<file path="src/rtl/vce_pkg.sv">
// vce_pkg: shared types, LFSR constants and step function for vector_check_engine.
package vce_pkg;
   typedef enum logic [2:0] {IDLE, RST, SETTLE, APPLY, DONE} state_t;
   localparam int LFSR_W = 32;
   localparam logic [LFSR_W-1:0] LFSR_TAPS = 32'h80200003;
   function automatic logic [LFSR_W-1:0] lfsr_step(input logic [LFSR_W-1:0] l);
      return (l >> 1) ^ (l[0] ? LFSR_TAPS : '0);
   endfunction
endpackage

</file>
<file path="src/rtl/vce_lfsr.sv">
// vce_lfsr: 32-bit right-shifting Galois LFSR with synchronous load and step.
module vce_lfsr
   import vce_pkg::*;
#(
   parameter logic [LFSR_W-1:0] RST_VAL = 32'h1
) (
   input  logic              clk,
   input  logic              rst,
   input  logic              load,
   input  logic              step,
   input  logic [LFSR_W-1:0] seed,
   output logic [LFSR_W-1:0] value
);
   logic [LFSR_W-1:0] value_q, value_d;
   always_comb value_d = load ? seed : step ? lfsr_step(value_q) : value_q;
   always_ff @(posedge clk or negedge rst)
      if (!rst) value_q <= RST_VAL;
      else value_q <= value_d;
   assign value = value_q;
endmodule

</file>
<file path="src/rtl/vector_check_engine.sv">
// vector_check_engine: drives LFSR stimulus into a golden/netlist DUT pair and counts response mismatches.
// Define VCE_MISMATCH_LOG_EN to capture both responses of the first mismatching vector.
module vector_check_engine
   import vce_pkg::*;
#(
   parameter int          WIDTH       = 32,
   parameter int          NUM_VECTORS = 1000,
   parameter int          HOLD_CYCLES = 2,
   parameter int          RST_CYCLES  = 2,
   parameter logic [31:0] SEED        = 32'h00000001,
   parameter int          CNT_W       = 16
) (
   input  logic             clk,
   input  logic             rst,
   input  logic             start,
   output logic             dut_rst,
   output logic [WIDTH-1:0] stim,
   input  logic [WIDTH-1:0] resp_golden,
   input  logic [WIDTH-1:0] resp_dut,
   output logic             busy,
   output logic             done,
   output logic             pass,
   output logic [CNT_W-1:0] vec_idx,
   output logic [CNT_W-1:0] mismatch_cnt,
   output logic [CNT_W-1:0] first_fail_idx,
   output logic [WIDTH-1:0] first_fail_golden,
   output logic [WIDTH-1:0] first_fail_dut
);
   localparam logic [LFSR_W-1:0] SEED_C = (SEED == '0) ? 32'h1 : SEED;
   localparam logic [31:0] HC1 = 32'(HOLD_CYCLES - 1);
   localparam logic [31:0] RC1 = 32'(RST_CYCLES - 1);
   localparam logic [31:0] NV1 = 32'(NUM_VECTORS - 1);
   state_t state_q, state_d;
   logic [31:0] cnt_q, cnt_d, vcnt_q, vcnt_d;
   logic [CNT_W-1:0] mm_q, mm_d, ffi_q, ffi_d;
   logic [WIDTH-1:0] stim_q, stim_d;
   logic dut_rst_q, dut_rst_d, busy_q, busy_d, done_q, done_d, pass_q, pass_d;
   logic [LFSR_W-1:0] lfsr_val, lfsr_nx;
   logic lfsr_adv, go, last_hold, last_vec, mism, first_hit;
   assign go        = start && (state_q == IDLE || state_q == DONE);
   assign last_hold = cnt_q == HC1;
   assign last_vec  = vcnt_q == NV1;
   assign mism      = resp_golden != resp_dut;
   assign first_hit = state_q == APPLY && last_hold && mism && mm_q == '0;
   assign lfsr_nx   = lfsr_step(lfsr_val);
   vce_lfsr #(.RST_VAL(SEED_C)) u_lfsr (
      .clk(clk), .rst(rst), .load(go), .step(lfsr_adv), .seed(SEED_C), .value(lfsr_val)
   );
   always_comb begin
      state_d = state_q;
      cnt_d = cnt_q;
      vcnt_d = vcnt_q;
      mm_d = mm_q;
      ffi_d = ffi_q;
      stim_d = stim_q;
      dut_rst_d = dut_rst_q;
      busy_d = busy_q;
      done_d = done_q;
      pass_d = pass_q;
      lfsr_adv = 1'b0;
      case (state_q)
         IDLE, DONE: if (go) begin
            state_d = RST;
            cnt_d = '0;
            vcnt_d = '0;
            mm_d = '0;
            ffi_d = '0;
            stim_d = '0;
            dut_rst_d = 1'b1;
            busy_d = 1'b1;
            done_d = 1'b0;
            pass_d = 1'b0;
         end
         RST: begin
            cnt_d = (cnt_q == RC1) ? '0 : cnt_q + 32'd1;
            state_d = (cnt_q == RC1) ? SETTLE : RST;
            dut_rst_d = cnt_q != RC1;
         end
         SETTLE: begin
            state_d = APPLY;
            stim_d = lfsr_val[WIDTH-1:0];
         end
         APPLY: begin
            cnt_d = last_hold ? '0 : cnt_q + 32'd1;
            if (last_hold && mism) mm_d = &mm_q ? mm_q : mm_q + 1'b1;
            if (first_hit) ffi_d = vcnt_q[CNT_W-1:0];
            // The final vector leaves stim and vec_idx on the last applied vector.
            if (last_hold && last_vec) begin
               state_d = DONE;
               busy_d = 1'b0;
               done_d = 1'b1;
               pass_d = ~|mm_d;
            end else if (last_hold) begin
               vcnt_d = vcnt_q + 32'd1;
               lfsr_adv = 1'b1;
               stim_d = lfsr_nx[WIDTH-1:0];
            end
         end
         default: state_d = IDLE;
      endcase
   end
   always_ff @(posedge clk or negedge rst)
      if (!rst) begin
         state_q <= IDLE;
         cnt_q <= '0;
         vcnt_q <= '0;
         mm_q <= '0;
         ffi_q <= '0;
         stim_q <= '0;
         dut_rst_q <= 1'b1;
         busy_q <= 1'b0;
         done_q <= 1'b0;
         pass_q <= 1'b0;
      end else begin
         state_q <= state_d;
         cnt_q <= cnt_d;
         vcnt_q <= vcnt_d;
         mm_q <= mm_d;
         ffi_q <= ffi_d;
         stim_q <= stim_d;
         dut_rst_q <= dut_rst_d;
         busy_q <= busy_d;
         done_q <= done_d;
         pass_q <= pass_d;
      end
`ifdef VCE_MISMATCH_LOG_EN
   logic [WIDTH-1:0] ffg_q, ffg_d, ffd_q, ffd_d;
   always_comb begin
      ffg_d = go ? '0 : first_hit ? resp_golden : ffg_q;
      ffd_d = go ? '0 : first_hit ? resp_dut : ffd_q;
   end
   always_ff @(posedge clk or negedge rst)
      if (!rst) begin
         ffg_q <= '0;
         ffd_q <= '0;
      end else begin
         ffg_q <= ffg_d;
         ffd_q <= ffd_d;
      end
   assign first_fail_golden = ffg_q;
   assign first_fail_dut = ffd_q;
`else
   assign first_fail_golden = '0;
   assign first_fail_dut = '0;
`endif
   assign dut_rst = dut_rst_q;
   assign stim = stim_q;
   assign busy = busy_q;
   assign done = done_q;
   assign pass = pass_q;
   assign vec_idx = vcnt_q[CNT_W-1:0];
   assign mismatch_cnt = mm_q;
   assign first_fail_idx = ffi_q;
endmodule

</file>
<file path="config.mk">
export PLATFORM = sky130hd
export DESIGN_NAME = vector_check_engine
export DESIGN_NICKNAME = d
export VERILOG_FILES = /design/src/rtl/vce_pkg.sv /design/src/rtl/vce_lfsr.sv /design/src/rtl/vector_check_engine.sv
export SDC_FILE = /design/constraint.sdc
export NUM_CORES = 1
export LEC_CHECK = 0
export BUFFER_PORTS_ARGS = -buffer_cell sky130_fd_sc_hd__buf_2
export CAP_MARGIN = 20
export CORE_UTILIZATION = 40
export CTS_CLUSTER_DIAMETER = 60
export DETAILED_ROUTE_END_ITERATION = 16
export PLACE_DENSITY_LB_ADDON = 0.25
export REMOVE_ABC_BUFFERS = 1
export SYNTH_ARGS = -nofsm -noshare
export SYNTH_HDL_FRONTEND = slang
export SYNTH_SLANG_ARGS = --single-unit
</file>
<file path="constraint.sdc">
create_clock -name clk -period 3.2 [get_ports clk]
set_clock_uncertainty 0.2 [all_clocks]
set_input_delay 0.48 -clock clk [delete_from_list [all_inputs] [get_ports clk]]
set_output_delay 0.48 -clock clk [all_outputs]
set_load 0.02 [all_outputs]
</file>
Word-level counts from Yosys, hierarchy flattened:

Index checks and enable logic that the tools add are counted.

* register bits: 167
* input bits: 67
* output and inout port bits: 148
* word-level logic and storage cells: 90

* add/subtract/negate cells: 3
* equality and inequality tests: 13
* mux-type cells: 35
* bitwise logic cells: 1
* reduce and logical (&&, ||, !) cells: 27

Operators with widths (count)
* two-way mux 32 bit: 9
* case mux 32 bit (2 select lines): 2
* case mux 32 bit (3 select lines): 1
* two-way mux 16 bit: 5
* adder 32 x 1 -> 32 bit (second input constant): 2
* case mux 16 bit (2 select lines): 2
* == test 32 x 1 -> 1 bit (second input constant): 1
* == test 32 x 10 -> 1 bit (second input constant): 1
* inequality test 32 x 1 -> 1 bit (second input constant): 1
* inequality test 32 bit: 1
* XOR 31 x 32 -> 32 bit: 1
* adder 16 x 1 -> 16 bit (second input constant): 1
* logical NOT 16 bit: 1
* AND reduction 16 bit: 1
* OR reduction 16 bit: 1
* case mux 3 bit (4 select lines): 1
* two-way mux 1 bit: 8
* case mux 1 bit (2 select lines): 4
* AND reduction 2 bit: 4
* AND reduction 4 bit: 2
* nonzero test 2 bit: 4
* == test 3 x 2 -> 1 bit (second input constant): 2
* logical AND 1 bit: 6
* two-way mux 3 bit: 2
* other kinds (11): 16

Logic depth before layout (Yosys ltp):

Gate-level depths: netlist of the first run.

* word-level depth: 8
* gate-level depth with buffers: 12
* depth with buffers taken out: 10

Modules after synthesis:

A second synthesis of the first run with hierarchy kept.

* cell total of the unflattened synthesis: 1097
* area total of the unflattened synthesis: 9741.8 um2

By module, submodules not included
* vector_check_engine: times used 1, cells an instance 954, area an instance 8211.6 um2
* vce_lfsr: times used 1, cells an instance 143, area an instance 1530.2 um2

Worst setup path before layout of the first run:

Ideal clock, no wire load.

* path kind: flip-flop to flip-flop
* start point: register cnt_q[1]
* end point: register mm_q[9] (netlist: mismatch_cnt[9])
* library setup time: 0.135 ns
* arrival time: 2.252 ns
* path slack: 0.614 ns
* stages on the path, launching flop included: 13
* buffers on the path: 3
* clock period less this slack: 2.586 ns
* cells stage by stage: dfrtp_1 -> inv_1 -> ha_1 -> nor4b_2 -> nand4_2 -> or2_1 -> buf_6 -> a211oi_4 -> buf_6 -> buf_6 -> a21oi_1 -> o21ai_0 -> o31ai_1

* longest elaborated chain between the ends: 5

RTL lines
* start: declaration: line vector_check_engine.sv:34 `logic [31:0] cnt_q, cnt_d, vcnt_q, vcnt_d;`
* start signal: assignment: line vector_check_engine.sv:116 `cnt_q <= cnt_d;`
* == test 32 x 1 -> 1 bit: line vector_check_engine.sv:41 `assign last_hold = cnt_q == HC1;`
* logical AND 1 bit: line vector_check_engine.sv:85 `if (last_hold && mism) mm_d = &mm_q ? mm_q : mm_q + 1'b1;`
* two-way mux 16 bit: line vector_check_engine.sv:85
* two-way mux 16 bit: line vector_check_engine.sv:61 `case (state_q)`
* case mux 16 bit (2 select lines): line vector_check_engine.sv:61
* end signal: assignment: line vector_check_engine.sv:118 `mm_q <= mm_d;`
* end: declaration: line vector_check_engine.sv:35 `logic [CNT_W-1:0] mm_q, mm_d, ffi_q, ffi_d;`

Every way passes these cells. The select of a mux whose other input is x is not followed.
A chain may end at the register's enable or synchronous reset.

Final worst setup path of the first run:

* start point: register cnt_q[1]
* end point: register pass_q (netlist: pass)

* longest elaborated chain between the ends: 8
* elaborated cells between the ends (all ways): 11
* those cells by class: eq/ne: 2; mux: 4; reduce/logical: 5

RTL lines
* == test 32 x 1 -> 1 bit (*): line vector_check_engine.sv:41
* logical AND 1 bit: line vector_check_engine.sv:85
* two-way mux 16 bit: line vector_check_engine.sv:85
* two-way mux 16 bit: line vector_check_engine.sv:61
* OR reduction 16 bit: line vector_check_engine.sv:92 `pass_d = ~|mm_d;`
* logical NOT 1 bit: line vector_check_engine.sv:92
* two-way mux 1 bit: line vector_check_engine.sv:88 `if (last_hold && last_vec) begin`
* case mux 1 bit (2 select lines): line vector_check_engine.sv:61
* end signal: assignment: line vector_check_engine.sv:124 `pass_q <= pass_d;`
* end: declaration: line vector_check_engine.sv:37 `logic dut_rst_q, dut_rst_d, busy_q, busy_d, done_q, done_d, pass_q, pass_d;`

Mark *: on every way between the ends. The rest lies on a longest branch, timed or not. The select of a mux whose other input is x is not followed.

==> flow_summary.ini, run 1 <==
[placement]
place_ws_ns = 0.237
gp_congestion = 0.856
dp.cells = 1458
place.port_buffers = 150
dp_hpwl_um = 15100

[grt]
grtUsageTotal = 0.187
antenna_found_initial = 0
grt_max_degree = 77
grt_pass1_vias = 7156
grt_first_pass_wirelength_um = 36300
overflow = 0

[worst_setup_path]
crit_required_ns = 3.32
path_max_fanout = 13
path_class = flip-flop to flip-flop
cp-start-kind = flip-flop
rr_startpoint = cnt_q[1]
arrival_ns = 3.06
endpoint_kind = flip-flop
worstReg2RegEnd = pass
r2r_cells = 11
rrSetupSlack_ns = 0.26
crit_path_start = cnt_q[1]

[job]
maxCapViolations = 0

[synth]
avgSynthCellArea_sq_um = 9.07
ys_seq_elements = 167
synthArstFlopShare = 1.00
yosysTopAreaCellShare = 0.438
synthTopCellsByCount = dfrtp_1 (165), nand2_1 (143), buf_4 (82)
synth_edf_count = 0
ys_types = 59
synth_largest_area_cell = dfrtp_1
yosys-top-cells-area = dfrtp_1 (44%), buf_4 (6.5%), nand2_1 (5.7%)
synth_seq_area_share = 0.444
synth_area_sq_um = 9420
ys_warn_count = 0
syn_inst = 1039
ys.flop_type = dfrtp_1
yosysMostFrequentCell = dfrtp_1

[clock_tree]
numCtsBuffers = 17
clk_pin_slew_ns = 0.07
cts_tree = done
cts-root-buf = clkbuf_16
post-cts-setup-buffer-count = 0
post_cts_resized = 0
cts_buffer_depth = 2
insertion_delay_ns = 0.43
clock-sinks = 167
h-tree-depth = 4

[drt]
dr.pass1.iters = 6
first_iter_violations = 510
ant_nets = 0
via_count = 7693
routedWlPerCell_um = 14.8
drc = 0
viasPerCell = 5.16
routed_wirelength_um = 22000

[die]
core_area_sq_um = 22800
die_h_um = 155
io_pins = 215
dieArea_sq_um = 24200
start_util = 0.412
die_w_um = 155
num_rows = 55

[final_layout]
drive_gt1_frac = 0.207
area_growth_pct = 15.2
fillers = 2215
antennaDiodeCount = 0
finalNonFillerCells = 1491
final_nets = 1237

[sta]
clock.fmax_ghz = 0.341
slew_violations = 0
timing.final.ws_setup_ns = 0.264
period_needed_ns = 2.94
finalHoldViolations = 0
tightest_slew_ns = 0.797
min_period_over_period = 0.917
setup_violations = 0
grt_setup_unrepaired = false
slew_headroom = 0.468

[min_path]
whs_path_depth = 2
holdPathEnd = state_q[2]
hp-start = start
hold_path.class = primary input to flip-flop

[power]
ir_drop_v = 0.000344
leakagePower_nw = 5.17
powerDensity_nw_per_um2 = 694

[status]
status = finished clean
[final cells by class]
class | count | area [sq um] | area share
repair buffers | 184 | 1050 | 0.0970
inverters | 17 | 63.8 | 0.00588
well taps | 313 | 392 | 0.0361
clock inverters | 14 | 171 | 0.0158
clock buffers | 18 | 439 | 0.0405
flip-flops and latches | 167 | 4180 | 0.385
multi-input cells | 778 | 4550 | 0.419
[worst max path at each step]
stage | endpoint | cells after the start
finish | pass | 11
global route | pass | 11
CTS | pass | 11
detailed placement | pass | 11
global placement | pass | 9
floorplan | stim[1] | 4
[flip-flops by register name, indices dropped and copies added, names as in the netlist]
| register | flops |
|---|---|
| state_q | 3 |
| pass | 1 |
| busy | 1 |
| done | 1 |
| dut_rst | 1 |
| vcnt_q | 32 |
| stim | 32 |
| u_lfsr.value | 32 |
| cnt_q | 32 |
| first_fail_idx | 16 |
| mismatch_cnt | 16 |
[critical path, stage by stage (launching register included)]
cell and delay [ns]:
dfrtp_1 0.41, inv_1 0.07, ha_1 0.13, nor4b_2 0.22
nand4_2 0.20, or2_1 0.41, a211oi_4 0.51, buf_4 0.24
mux2i_1 0.18, nand3_1 0.09, nand4_1 0.09, o21ai_1 0.06
[metal layers]
metal	GRT usage	vias up	wire length [um]
li1	-	3750	-
met1	0.264	3655	10400
met2	0.290	260	10000
met3	0.0362	28	1190
met4	0.0579	0	376
met5	0	-	0
[what timing repair did]
| action | in CTS | in global routing |
|---|---|---|
| hold endpoints to repair | 72 | 0 |
| endpoints found under the setup margin | 0 | 2 |
| hold buffers | 1 | 0 |
[cells by family (layout without fill, tap and decap cells)]
kind of cell,count (synthesis),after routing,synth area share
other cells,1,64,0.000398
fa+ha+maj,5,5,0.00664
mux,34,34,0.0361
simple gates,397,397,0.209
xor+xnor,75,75,0.0697
buf+inv,157,233,0.0991
compound gates,203,203,0.135
flops,167,167,0.444
[cell usage in the layout (no fill, tap or decap), types with 4 or more instances in the layout]
cell type / count
and2_1: 8
mux2i_1: 34
nor4_2: 4
o21ai_0: 58
a22o_1: 16
clkbuf_16: 17
a31oi_1: 8
nand3_1: 40
dfrtp_1: 164
xnor2_1: 54
nand2_1: 143
nor4_1: 19
inv_1: 17
nor2_1: 76
o31ai_1: 34
nor3_1: 13
buf_2: 149
o21ai_1: 4
nand4_1: 31
xor2_1: 21
or3_1: 17
a211oi_1: 4
inv_6: 5
buf_4: 30
ha_1: 5
conb_1: 64
nor3_2: 5
a21oi_1: 59
and3_1: 19
[power breakdown]
| part | total [mW] | switching, mW | internal [mW] |
|---|---|---|---|
| sequential | 2.91 | 0.383 | 2.53 |
| combinational | 2.47 | 1.58 | 0.890 |
| clock | 2.15 | 0.892 | 1.26 |
| total | 7.53 | 2.86 | 4.68 |
[metrics by stage]
stage / TNS (ns) / hold slack, ns / utilization / cell area, sq um / power [mW]
final: 0 / 0.0975 / 0.475 / 10900 / 7.53
after global routing: 0 / 0.0869 / 0.475 / 10900 / 8.04
after global placement: 0 / 0.256 / 0.448 / 10200 / 5.39
after detailed placement: 0 / 0.261 / 0.448 / 10200 / 5.44
after CTS: 0 / 0.0821 / 0.475 / 10900 / 7.61
after floorplan: -149.05 / -0.0156 / - / 8790 / 4.49
Power figures use the tool's default switching activity.
==> run 2: changes to the inputs <==
Settings changed: SYNTH_HIERARCHICAL from default to 1.
==> run 2 against run 1 <==
Against the previous run: worst setup slack better by 0.0088 ns; cell count up 6.8%; sequential share of layout area down 1.6 points; core utilization up 0.27 points; fmax up 0.30%; power up 16%; synthesized cell count up 5.6%; count of clock-buffer cells in the layout down 1; first-iteration DRC count down 8.0%; wire length up 5.9%; global-route usage up 0.75 points; critical path type unchanged; highest routed layer unchanged.
==> flow_summary.ini, run 2 <==
[drt]
viasPerCell = 5.16
routedWlPerCell_um = 14.6
routed_wirelength_um = 23300
drc = 0
ant_nets = 0
dr.pass1.iters = 5
first_iter_violations = 469
via_count = 8223

[min_path]
hold_path.class = primary input to flip-flop

[clock_tree]
cts_buffer_depth = 2
numCtsBuffers = 17
cts_tree = done
clock-sinks = 167
clk_pin_slew_ns = 0.07
cts-root-buf = clkbuf_16
h-tree-depth = 4
insertion_delay_ns = 0.43
post_cts_resized = 0

[final_layout]
fillers = 2348
postLayoutCellArea_sq_um = 11300
final_cell_mix = nand2_1 (168), dfrtp_1 (165), buf_2 (149), o21ai_0 (99), conb_1 (96)
final_nets = 1334
layout_commonest_cell = nand2_1
antennaDiodeCount = 0
area_growth_pct = 16.1
drive_gt1_frac = 0.199

[power]
powerDensity_nw_per_um2 = 770
seqPwrFrac = 0.359
swShare = 0.414
ir_drop_v = 0.000505
p_switching_mw = 3.60
intPower_mw = 5.10
leakagePower_nw = 5.05
clockPowerShare = 0.231
p_comb_frac = 0.410

[placement]
place_area_sq_um = 10700
place_ws_ns = 0.225
place.port_buffers = 150
gp_congestion = 0.881
dp_hpwl_um = 16200

[worst_setup_path]
path_max_fanout = 12
endpoint_kind = flip-flop
cp-start-kind = flip-flop
crit_required_ns = 3.36
arrival_ns = 3.08
path_class = flip-flop to flip-flop

[synth]
ys_types = 69
ys_seq_elements = 167
synth_edf_count = 0
synth_area_sq_um = 9740
yosys-top-cells-area = dfrtp_1 (42%), nand2_1 (6.5%), buf_4 (6.5%)
yosysMostFrequentCell = nand2_1
synth_seq_area_share = 0.429
synthTopCellsByCount = nand2_1 (169), dfrtp_1 (165), o21ai_0 (99)
avgSynthCellArea_sq_um = 8.88
ys.flop_type = dfrtp_1
syn_inst = 1097
ys_warn_count = 6
yosysTopAreaCellShare = 0.424
synthArstFlopShare = 1.00
synth_largest_area_cell = dfrtp_1

[grt]
overflow = 0
grt_pass1_vias = 7670
grtUsageTotal = 0.195
antenna_found_initial = 0
grt_max_degree = 68
grt_first_pass_wirelength_um = 38400

[sta]
slew_headroom = 0.596
setup_violations = 0
period_needed_ns = 2.93
clock.fmax_ghz = 0.342
finalHoldViolations = 0
tightest_slew_ns = 0.607
slew_violations = 0
min_period_over_period = 0.915
timing.final.ws_setup_ns = 0.273
grt_setup_unrepaired = false

[die]
die_h_um = 158
num_rows = 56
core_area_sq_um = 23700
dieArea_sq_um = 25000
io_pins = 215
start_util = 0.411
die_w_um = 158

[status]
status = finished clean

[job]
maxCapViolations = 0
-- run 2: timing repair --
action / in CTS / in global routing
hold endpoints to repair: 50 / 0
hold buffers: 1 / 0
buffers inserted: 0 / 1
setup endpoints to repair: 0 / 1
-- run 2: cells by family (layout without fill, tap and decap cells) --
| kind of cell | after synthesis | in the layout | synth area share |
|---|---|---|---|
| AOI/OAI and AO/OA | 249 | 249 | 0.154 |
| and+or+nand+nor | 406 | 406 | 0.209 |
| other | 2 | 96 | 0.000771 |
| buffers and inverters | 166 | 249 | 0.104 |
| muxes | 35 | 35 | 0.0361 |
| xor gates and xnor gates | 67 | 67 | 0.0602 |
| adders and majority gates | 5 | 5 | 0.00642 |
| DFF | 167 | 167 | 0.429 |
-- run 2: path summary, 6_finish.rpt --
| path | start | to | slack, ns | cells after the start |
|---|---|---|---|---|
| hold / removal | start | state_q[2] | 0.05 | 2 |
| min in group asynchronous | rst | cnt_q[21] | 0.41 | 2 |
| hold reg to reg | stim[29] | stim[29] | 0.27 | 2 |
| setup reg to reg | cnt_q[1] | pass | 0.27 | 10 |
| max in group asynchronous | rst | u_lfsr/value[0] | 1.68 | 3 |
| setup / recovery | cnt_q[1] | pass | 0.27 | 10 |
-- run 2: power by group through the flow --
stage | clock network (mW) | logic, mW | registers (mW)
2_1_floorplan | 0 | 2.13 | 3.31
3_3_place_gp | 0 | 3.51 | 3.15
3_5_place_dp | 0 | 3.58 | 3.17
5_1_grt | 2.14 | 4.02 | 3.22
4_1_cts | 2.08 | 3.59 | 3.13
6_report | 2.01 | 3.57 | 3.13
-- run 2: cell type report --
type	count	area, sq um	share of cell area
clock buffer	17	425	0.0376
clock inverter	14	146	0.0129
tap	319	399	0.0353
multi-input combinational	858	4920	0.435
timing repair buffer	193	1140	0.101
sequential	167	4180	0.370
inverter	25	93.8	0.00829
-- run 2: metrics by stage --
stage | cells | hold WS, ns | TNS [ns] | util | power (mW)
5_1_grt | 1593 | 0.0514 | 0 | 0.478 | 9.38
2_1_floorplan | 1050 | -0.0156 | -84.15 | - | 5.44
3_3_place_gp | 1560 | 0.257 | 0 | 0.453 | 6.66
4_1_cts | 1592 | 0.0316 | 0 | 0.477 | 8.80
6_report | 1593 | 0.0545 | 0 | 0.478 | 8.71
3_5_place_dp | 1560 | 0.265 | 0 | 0.453 | 6.75
-- run 2: worst max-delay path, cell delays in order, from the launching register on --
cell      delay [ns]
dfrtp_1         0.41
inv_1           0.08
ha_1            0.13
nor4b_1         0.19
and4_1          0.26
nand2_2         0.13
a211oi_4        0.50
nand2_1         0.27
nor4b_1         0.40
o211ai_1        0.15
o21ai_1         0.13
-- run 2: metal layers --
layer / global-route usage / share of wire / vias to the layer above
met4: 0.0531 / 0.012 / 0
met1: 0.261 / 0.45 / 3906
met3: 0.0320 / 0.053 / 24
met2: 0.325 / 0.49 / 282
met5: 0 / 0 / -
li1: - / - / 4011
